==> config.mk <==
export PLATFORM = sky130hd
export DESIGN_NAME = instruction_fetch_queue_flat
export DESIGN_NICKNAME = d
export VERILOG_FILES = /design/src/rtl/instruction_fetch_queue_if.sv /design/src/rtl/instruction_fetch_queue.sv /design/src/flat_wrapper.sv
export SDC_FILE = /design/constraint.sdc
export NUM_CORES = 1
export LEC_CHECK = 0
export CORE_ASPECT_RATIO = 1.4
export CORE_MARGIN = 4
export CORE_UTILIZATION = 47
export CTS_CLUSTER_SIZE = 30
export DETAILED_ROUTE_END_ITERATION = 12
export HOLD_SLACK_MARGIN = 0.15
export PLACE_DENSITY = 0.88
export SLEW_MARGIN = 20
export SYNTH_ARGS = -nofsm -noshare
export SYNTH_HDL_FRONTEND = slang
export SYNTH_SLANG_ARGS = --single-unit
==> constraint.sdc <==
create_clock -name clk -period 2.2 [get_ports clk]
set_input_delay 0.33 -clock clk [delete_from_list [all_inputs] [get_ports clk]]
set_output_delay 0.33 -clock clk [all_outputs]
set_load 0.02 [all_outputs]
==> src/rtl/instruction_fetch_queue_if.sv <==
// Fetch-queue handshake bundle: memory-side pc/instruction, redirect, and decode-side dequeue.
// Latency: none (wires only); master is the fetch queue, slave is memory plus decode.
// Backpressure: deq_ready from decode stalls the queue; full indicates the queue has no free entry.
interface instruction_fetch_queue_if #(
  parameter int DEPTH = 4
);
  localparam int CW = $clog2(DEPTH + 1);

  logic [31:0]   pc;
  logic [31:0]   inst_in;
  logic          redirect_valid;
  logic [31:0]   redirect_pc;
  logic          deq_ready;
  logic          deq_valid;
  logic [31:0]   deq_inst;
  logic [31:0]   deq_pc;
  logic [CW-1:0] count;
  logic          full;

  modport master (
    output pc, deq_valid, deq_inst, deq_pc, count, full,
    input  inst_in, redirect_valid, redirect_pc, deq_ready
  );

  modport slave (
    input  pc, deq_valid, deq_inst, deq_pc, count, full,
    output inst_in, redirect_valid, redirect_pc, deq_ready
  );
endinterface

==> src/rtl/instruction_fetch_queue.sv <==
// PC generator and DEPTH-entry {pc, inst} buffer in front of decode; FETCH_BYPASS_EN adds an empty-queue bypass.
// Latency: fetch to deq_* is 1 cycle (0 with bypass when decode is ready); redirect to first deq_valid is 2 cycles.
// Backpressure: deq_ready low fills the queue; when it is full the pc freezes until a pop frees a slot.
module instruction_fetch_queue #(
  parameter int          DEPTH     = 4,
  parameter logic [31:0] RESET_PC  = 32'h0000_0000,
  parameter int          MEM_BYTES = 1024
) (
  input logic                    clk,
  input logic                    reset,
  instruction_fetch_queue_if.master fq
);
  localparam int          PW      = $clog2(DEPTH);
  localparam int          CW      = $clog2(DEPTH + 1);
  localparam logic [31:0] PC_MASK = 32'(MEM_BYTES - 1);

  typedef struct packed {
    logic [31:0] pc;
    logic [31:0] inst;
  } entry_t;

  entry_t        mem [DEPTH];
  logic [PW-1:0] rd_ptr;
  logic [PW-1:0] wr_ptr;
  logic [CW-1:0] cnt;
  logic [31:0]   pc_q;

  logic empty;
  logic full_i;
  logic bypass;
  logic pop;
  logic push;
  logic wr_en;

  // Handshake decode: redirect overrides both push and pop; bypass consumes the fetched word without storing it.
  always_comb begin
    empty  = (cnt == '0);
    full_i = (cnt == CW'(DEPTH));
`ifdef FETCH_BYPASS_EN
    bypass = empty & !fq.redirect_valid & fq.deq_ready;
`else
    bypass = 1'b0;
`endif
    pop    = !empty & fq.deq_ready & !fq.redirect_valid;
    push   = !fq.redirect_valid & (!full_i | pop);
    wr_en  = push & !bypass;
  end

  // Head presentation: stored head normally, the live memory word when bypassing an empty queue.
  always_comb begin
    fq.deq_valid = !empty | bypass;
    fq.deq_inst  = mem[rd_ptr].inst;
    fq.deq_pc    = mem[rd_ptr].pc;
    if (bypass) begin
      fq.deq_inst = fq.inst_in;
      fq.deq_pc   = pc_q;
    end
  end

  assign fq.pc    = pc_q;
  assign fq.count = cnt;
  assign fq.full  = full_i;

  // Pointer, occupancy and pc state; reset beats redirect, redirect flushes and reloads the pc.
  always_ff @(posedge clk) begin
    if (reset) begin
      rd_ptr <= '0;
      wr_ptr <= '0;
      cnt    <= '0;
      pc_q   <= RESET_PC;
    end else if (fq.redirect_valid) begin
      rd_ptr <= '0;
      wr_ptr <= '0;
      cnt    <= '0;
      pc_q   <= {fq.redirect_pc[31:2], 2'b00} & PC_MASK;
    end else begin
      if (wr_en) wr_ptr <= wr_ptr + PW'(1);
      if (pop)   rd_ptr <= rd_ptr + PW'(1);
      cnt <= cnt + CW'(wr_en) - CW'(pop);
      if (push)  pc_q <= (pc_q + 32'd4) & PC_MASK;
    end
  end

  // Entry storage; cleared on reset so the idle head reads as zero.
  always_ff @(posedge clk) begin
    if (reset) begin
      for (int i = 0; i < DEPTH; i++) begin
        mem[i] <= '0;
      end
    end else if (wr_en) begin
      mem[wr_ptr] <= '{pc: pc_q, inst: fq.inst_in};
    end
  end
endmodule

==> src/flat_wrapper.sv <==
// flat-port wrapper written by rule: the top's interface ports become plain ports
module instruction_fetch_queue_flat 
#(
  parameter int          DEPTH     = 4,
  parameter logic [31:0] RESET_PC  = 32'h0000_0000,
  parameter int          MEM_BYTES = 1024
)
  (clk, reset, fq_pc, fq_deq_valid, fq_deq_inst, fq_deq_pc, fq_count, fq_full, fq_inst_in, fq_redirect_valid, fq_redirect_pc, fq_deq_ready);
  instruction_fetch_queue_if #(.DEPTH(DEPTH)) fq_i ();
  input logic clk;
  input logic reset;
  output wire logic [$bits(fq_i.pc)-1:0] fq_pc;
  output wire logic [$bits(fq_i.deq_valid)-1:0] fq_deq_valid;
  output wire logic [$bits(fq_i.deq_inst)-1:0] fq_deq_inst;
  output wire logic [$bits(fq_i.deq_pc)-1:0] fq_deq_pc;
  output wire logic [$bits(fq_i.count)-1:0] fq_count;
  output wire logic [$bits(fq_i.full)-1:0] fq_full;
  input wire logic [$bits(fq_i.inst_in)-1:0] fq_inst_in;
  input wire logic [$bits(fq_i.redirect_valid)-1:0] fq_redirect_valid;
  input wire logic [$bits(fq_i.redirect_pc)-1:0] fq_redirect_pc;
  input wire logic [$bits(fq_i.deq_ready)-1:0] fq_deq_ready;
  assign fq_pc = fq_i.pc;
  assign fq_deq_valid = fq_i.deq_valid;
  assign fq_deq_inst = fq_i.deq_inst;
  assign fq_deq_pc = fq_i.deq_pc;
  assign fq_count = fq_i.count;
  assign fq_full = fq_i.full;
  assign fq_i.inst_in = fq_inst_in;
  assign fq_i.redirect_valid = fq_redirect_valid;
  assign fq_i.redirect_pc = fq_redirect_pc;
  assign fq_i.deq_ready = fq_deq_ready;
  instruction_fetch_queue #(.DEPTH(DEPTH), .RESET_PC(RESET_PC), .MEM_BYTES(MEM_BYTES)) u_core (.clk(clk), .reset(reset), .fq(fq_i));
endmodule
# ---- Word level (Yosys, flattened, before mapping)
# Memory sizes are Yosys's and may differ from the RTL's. A register that Yosys moved wholly into a read port is not among the register bits.
# Index checks and enable logic that the tools add are counted.
dict set report word_totals {
  register_bits 17
  ramBits 168
  in_bits 68
  out_inout_bits 101
  elab_cells 35
  memories 1
}
dict set report classes {
  n_addsub 5
  n_eq_ne 1
  muxes 12
  bitwise 4
  n_reduce_logical 7
}
# name words word_bits read_ports rd_clocked_by_memory_dff write_ports line_no
set mem_list {}
lappend mem_list {u_core.mem 4 42 1 1 4 instruction_fetch_queue.sv:22} ;# entry_t mem [DEPTH];
# operator count
set op_table {}
lappend op_table {{42-bit two-way mux} 1}
lappend op_table {{42-bit OR reduction} 1}
lappend op_table {{10-bit two-way mux} 2}
lappend op_table {{10-bit by 3-bit adder with 10-bit output (second input constant)} 1}
lappend op_table {{1-bit two-way mux} 6}
lappend op_table {{2-bit two-way mux} 3}
lappend op_table {{2-bit by 1-bit adder with 2-bit output (second input constant)} 2}
lappend op_table {{3-bit by 1-bit adder with 3-bit output} 1}
lappend op_table {{1-bit AND} 3}
lappend op_table {{3-bit == test (second input constant)} 1}
lappend op_table {{1-bit zero test} 3}
lappend op_table {{3-bit zero test} 1}
lappend op_table {{3-bit by 1-bit subtractor with 3-bit output} 1}
lappend op_table {{2-bit nonzero test} 1}
lappend op_table {{2-bit OR reduction} 1}
lappend op_table {{1-bit bitwise OR} 1}

# ---- Logic depth before layout (Yosys ltp)
dict set report depth {
  depth_word 11
  depth_mapped 10
}

# ---- Worst setup path after synthesis
# No wires, ideal clock.
dict set report synth_timing {
  path_type {flip-flop to flip-flop}
  from {register u_core.cnt[1] (netlist: u_core.fq.count[1])}
  to {register u_core.cnt[2] (netlist: u_core.fq.count[2])}
  t_arrival_ns 2.301
  slack_ns -0.224
  stages_incl_launch_ff 10
  period_less_slack_ns 2.424
  cell_sequence {dfxtp_1 or3_1 and2_1 ha_1 inv_1 ha_1 fa_1 xnor2_1 xnor2_1 nor2_1}
}
dict set report synth_via {
  elab_chain_len 8
}
# item line_no
set synth_rtl {}
lappend synth_rtl {{start, declared} instruction_fetch_queue.sv:25} ;# logic [CW-1:0] cnt;
lappend synth_rtl {{start signal, assigned} instruction_fetch_queue.sv:79} ;# cnt <= cnt + CW'(wr_en) - CW'(pop);
lappend synth_rtl {{3-bit zero test (*)} instruction_fetch_queue.sv:37} ;# empty = (cnt == '0);
lappend synth_rtl {{1-bit zero test (*)} n/a}
lappend synth_rtl {{net fq_deq_valid} flat_wrapper.sv:13} ;# output wire logic [$bits(fq_i.deq_valid)-1:0] fq_deq_valid;
lappend synth_rtl {{1-bit AND (*) (2 in series)} instruction_fetch_queue.sv:44} ;# pop = !empty & fq.deq_ready & !fq.redirect_valid;
lappend synth_rtl {{net u_core.pop} instruction_fetch_queue.sv:31} ;# logic pop;
lappend synth_rtl {{1-bit bitwise OR} instruction_fetch_queue.sv:45} ;# push = !fq.redirect_valid & (!full_i | pop);
lappend synth_rtl {{1-bit AND} instruction_fetch_queue.sv:45}
lappend synth_rtl {{3-bit by 1-bit adder with 3-bit output} instruction_fetch_queue.sv:79}
lappend synth_rtl {{3-bit by 1-bit subtractor with 3-bit output (*)} instruction_fetch_queue.sv:79}
# Mark *: on every way through the listed nets, which the timed path passes. The rest lies on a longest branch.
# A chain may end at the register's enable or synchronous reset.

# ---- Worst setup path after layout
dict set report layout_timing {
  from {register u_core.cnt[0] (netlist: u_core.fq.count[0])}
  to {register u_core.cnt[2] (netlist: u_core.fq.count[2])}
}
dict set report layout_via {
  elab_chain_len 8
}
# item line_no
set layout_rtl {}
lappend layout_rtl {{3-bit zero test (*)} instruction_fetch_queue.sv:37}
lappend layout_rtl {{1-bit zero test (*)} instruction_fetch_queue.sv:44}
lappend layout_rtl {{1-bit AND (*) (2 in series)} instruction_fetch_queue.sv:44}
lappend layout_rtl {{net u_core.pop} instruction_fetch_queue.sv:31}
lappend layout_rtl {{1-bit bitwise OR} instruction_fetch_queue.sv:45}
lappend layout_rtl {{1-bit AND} instruction_fetch_queue.sv:45}
lappend layout_rtl {{3-bit by 1-bit adder with 3-bit output} instruction_fetch_queue.sv:79}
lappend layout_rtl {{3-bit by 1-bit subtractor with 3-bit output (*)} instruction_fetch_queue.sv:79}
# Marked as above.

==> reports/summary.md <==
The clock arrives with 8.57 ps of skew. The first-pass GRT wire length is 26400 um. Setup repair after global routing could not meet its margin everywhere.

The power density over cell area was 755 mW/mm^2. In this run the biggest area consumer among cell types represents 58.5% of the synthesized area. The number of register bits inferred by synthesis is 177.

In the routed design, unresolved DRC markers number 0. The Yosys step of the flow raised 0 warnings. The overall die width is 120 um. Of all cell types, the one taking the most synthesized area is edfxtp_1. The number of instances in the synthesized netlist is 542, and the area share of and/or/nand/nor cells after synthesis is 15.2%. Averaged over all synthesized cells, the footprint is 15.1 um^2.

Across the run, the number of max-cap violations was 0. Summing the areas of all fa, ha and maj instances in the mapped netlist gives 0.701% of the synthesized area. In the final layout, the share of cells above drive strength 1 is 29.3%. The wire length per cell was 18.8 um; the total core area was 0.0170 mm^2. Largest family of logic cells by synthesized area: simple AND/OR/NAND/NOR gates.

IR analysis of the VDD net gives a maximum drop of 0.364 mV. The number of top-level pins is 169. The post-synthesis cell area was 0.00821 mm^2. The area occupied by multi-input gates was 0.00273 mm^2; the final number of hold-violating endpoints was 0. The initial core utilization is 48.4%, and the number of CTS-inserted buffers is 17. TritonCTS sink count: 177. Summed over all cells, the static leakage comes to 3.81 nW.

The area added between synthesis and finish is 23.0%, and the number of inserted filler cells in the final layout is 1286. The tools report the final count of pins violating max slew as 0. The ratio of final minimum period to clock period came out at 98.6%. The post-synthesis async set-or-reset flop share was 0%.

First-iteration detailed-routing DRC count: 266. TritonCTS built the clock tree. The logs give 62.7% for the portion of the post-synthesis area used by sequential elements and 2 for the deepest clock path buffer count.

Yosys mapped a number of flops with a built-in enable equal to 160. The XOR/XNOR share of the synthesized area is 1.28%, and the detailed placer's ending HPWL is 10900 um. Before antenna repair, the detailed router went through 4 iterations. The antenna cell count was 0. The largest net degree at the start of global routing is 41. For this run the aggregate overflow at the end of global routing stands at 0.

Data on the critical path is required at its endpoint by 2520 ps. The critical setup path kind was flip-flop to flip-flop. Clock root buffer master: clkbuf_16. The final-stage net count is 731. The logs give 2480 ps for the arrival time at the worst endpoint and 17.8% for the overall track demand over capacity in global routing. The library cell used most frequently in the layout, excluding fill and tap cells, is edfxtp_1.

In the final layout, flip-flops and latches occupy 0.00515 mm^2. In this run the tool buffered the top-level ports with 96 buffer cells. The run finished with clean final reports.

In the layout the commonest cells are 160 x edfxtp_1, 132 x and2_1, 55 x clkdlybuf4s50_1. The highest clock rate came out at 0.461 GHz. The tools report the initial antenna violation count as 1. Maximum fanout encountered on the critical timing path: 2. The kind of path behind the tightest hold check was input port to flip-flop.

The routed layout has 4585 vias. After clock tree synthesis, the clock-pin slew on the worst setup and hold paths is 70 ps. The quantity of hold-fixing buffers added after cts is 0. The die area is 0.0197 mm^2, and the number of setup violations in the final report is 0. Summing the areas of all compound-gate instances in the mapped netlist gives 2.24% of the synthesized area. By area the synthesized netlist is led by edfxtp_1 59%, mux4_2 11%, and2_1 10%. The floorplan step set the die height to 164 um. For the clock latency on the worst-skew pair, the log shows 430 ps. For the number of global-route vias before repair, the log shows 5034. The final hold slack came out at 494 ps. Multiplexer cells account for 11.0% of the synthesized area. Dividing the detail-routed via count by the number of cells gives 5.07. Once detail routing completed, the nets flagged for antenna violations numbered 0. Cells fill 59.5% of the core in the end.

Leading register cell type out of synthesis: edfxtp_1. The critical path endpoint category is a flip-flop. The congestion estimate from routability-driven global placement came to 0.764. Startpoint kind of the worst setup timing path: a flip-flop. The floorplan row count is 56. The run gives 4 as the H-tree level count. The netlist uses 37 different library cells. After detailed routing, the total wire length is 17000 um. The clock period minus worst slack was 2170 ps.
[flip-flops by register name (all words and copies together), names as in the netlist, named ones only]
signal,count
u_core.fq.count,3
u_core.fq.pc,8
u_core.mem,160
u_core.rd_ptr,2
u_core.wr_ptr,2
[cells by family (layout without fill, tap and decap cells)]
group | Yosys count | after routing
and+or+nand+nor | 190 | 190
DFF | 177 | 177
buffers and inverters | 92 | 175
muxes | 40 | 40
AOI/OAI and AO/OA | 26 | 26
xor gates and xnor gates | 12 | 12
adders and majority gates | 4 | 4
other | 1 | 48
[area by class of cell]
| cell class | instances | area share, % |
|---|---|---|
| sequential | 177 | 51.0 |
| multi-input combinational | 320 | 27.0 |
| timing repair buffer | 131 | 13.1 |
| clock buffer | 17 | 4.21 |
| tap | 232 | 2.88 |
| clock inverter | 15 | 1.31 |
| inverter | 12 | 0.483 |
[synthesized netlist by cell type (3+ instances only)]
cell,instances
mux4_2,40
dfxtp_1,17
buf_2,5
nor3_1,3
and2_4,30
nor2_1,7
or2_2,3
buf_6,5
o21a_1,6
o2111ai_1,4
clkbuf_1,22
and2_1,133
xnor2_1,10
inv_1,12
edfxtp_1,160
buf_4,48
a21oi_1,7
ha_1,3
[where the power goes]
part           internal, W  switching [W]
Combinational     0.000397       0.000491
Sequential         0.00386      0.0000769
Clock              0.00148        0.00132
[worst paths after layout]
path                                       from                             to  slack (ps)  cells after the start
hold / removal                fq_redirect_pc[3]   u_core.fq.pc[3]$_SDFFE_PP0P_         490                      3
setup reg to reg  u_core.fq.count[0]$_SDFF_PP0_  u_core.fq.count[2]$_SDFF_PP0_          30                      9
hold reg to reg   u_core.rd_ptr[1]$_SDFFE_PP0P_  u_core.rd_ptr[1]$_SDFFE_PP0P_         540                      2
setup / recovery  u_core.fq.count[0]$_SDFF_PP0_  u_core.fq.count[2]$_SDFF_PP0_          30                      9
[critical path, cell delays in order (launching register included)]
cell	delay, ps
dfxtp_2	320
or3_4	380
and2_4	160
ha_4	250
inv_2	40
ha_4	150
fa_2	370
xnor2_2	180
xnor2_1	140
nor2_1	70
[through the flow]
stage          setup slack [ps]  instances  power [W]  area, um^2  TNS (ps)
2_1_floorplan             -48.0        589    0.00454        8400     -3890
3_3_place_gp               -209        869    0.00489        9570     -3000
3_5_place_dp               -284        869    0.00493        9570     -3820
4_1_cts                   -47.9        901    0.00766       10100     -47.9
5_1_grt                   -50.5        904    0.00790       10100     -73.8
6_report                   31.6        904    0.00763       10100         0
[routing by layer]
metal	wire length (um)	GRT usage, %
met5	18	0
met1	6170	19.1
met4	182	4.90
met2	9600	34.3
met3	1030	4.56
[timing repair]
| item | CTS | global route |
|---|---|---|
| cloned | 0 | 0 |
| setup endpoints to repair | 42 | 22 |
| buffers inserted | 0 | 3 |
| pin swaps | 0 | 6 |
| resized for setup | 138 | 10 |
Note: power is estimated with default switching activity, not from simulation.
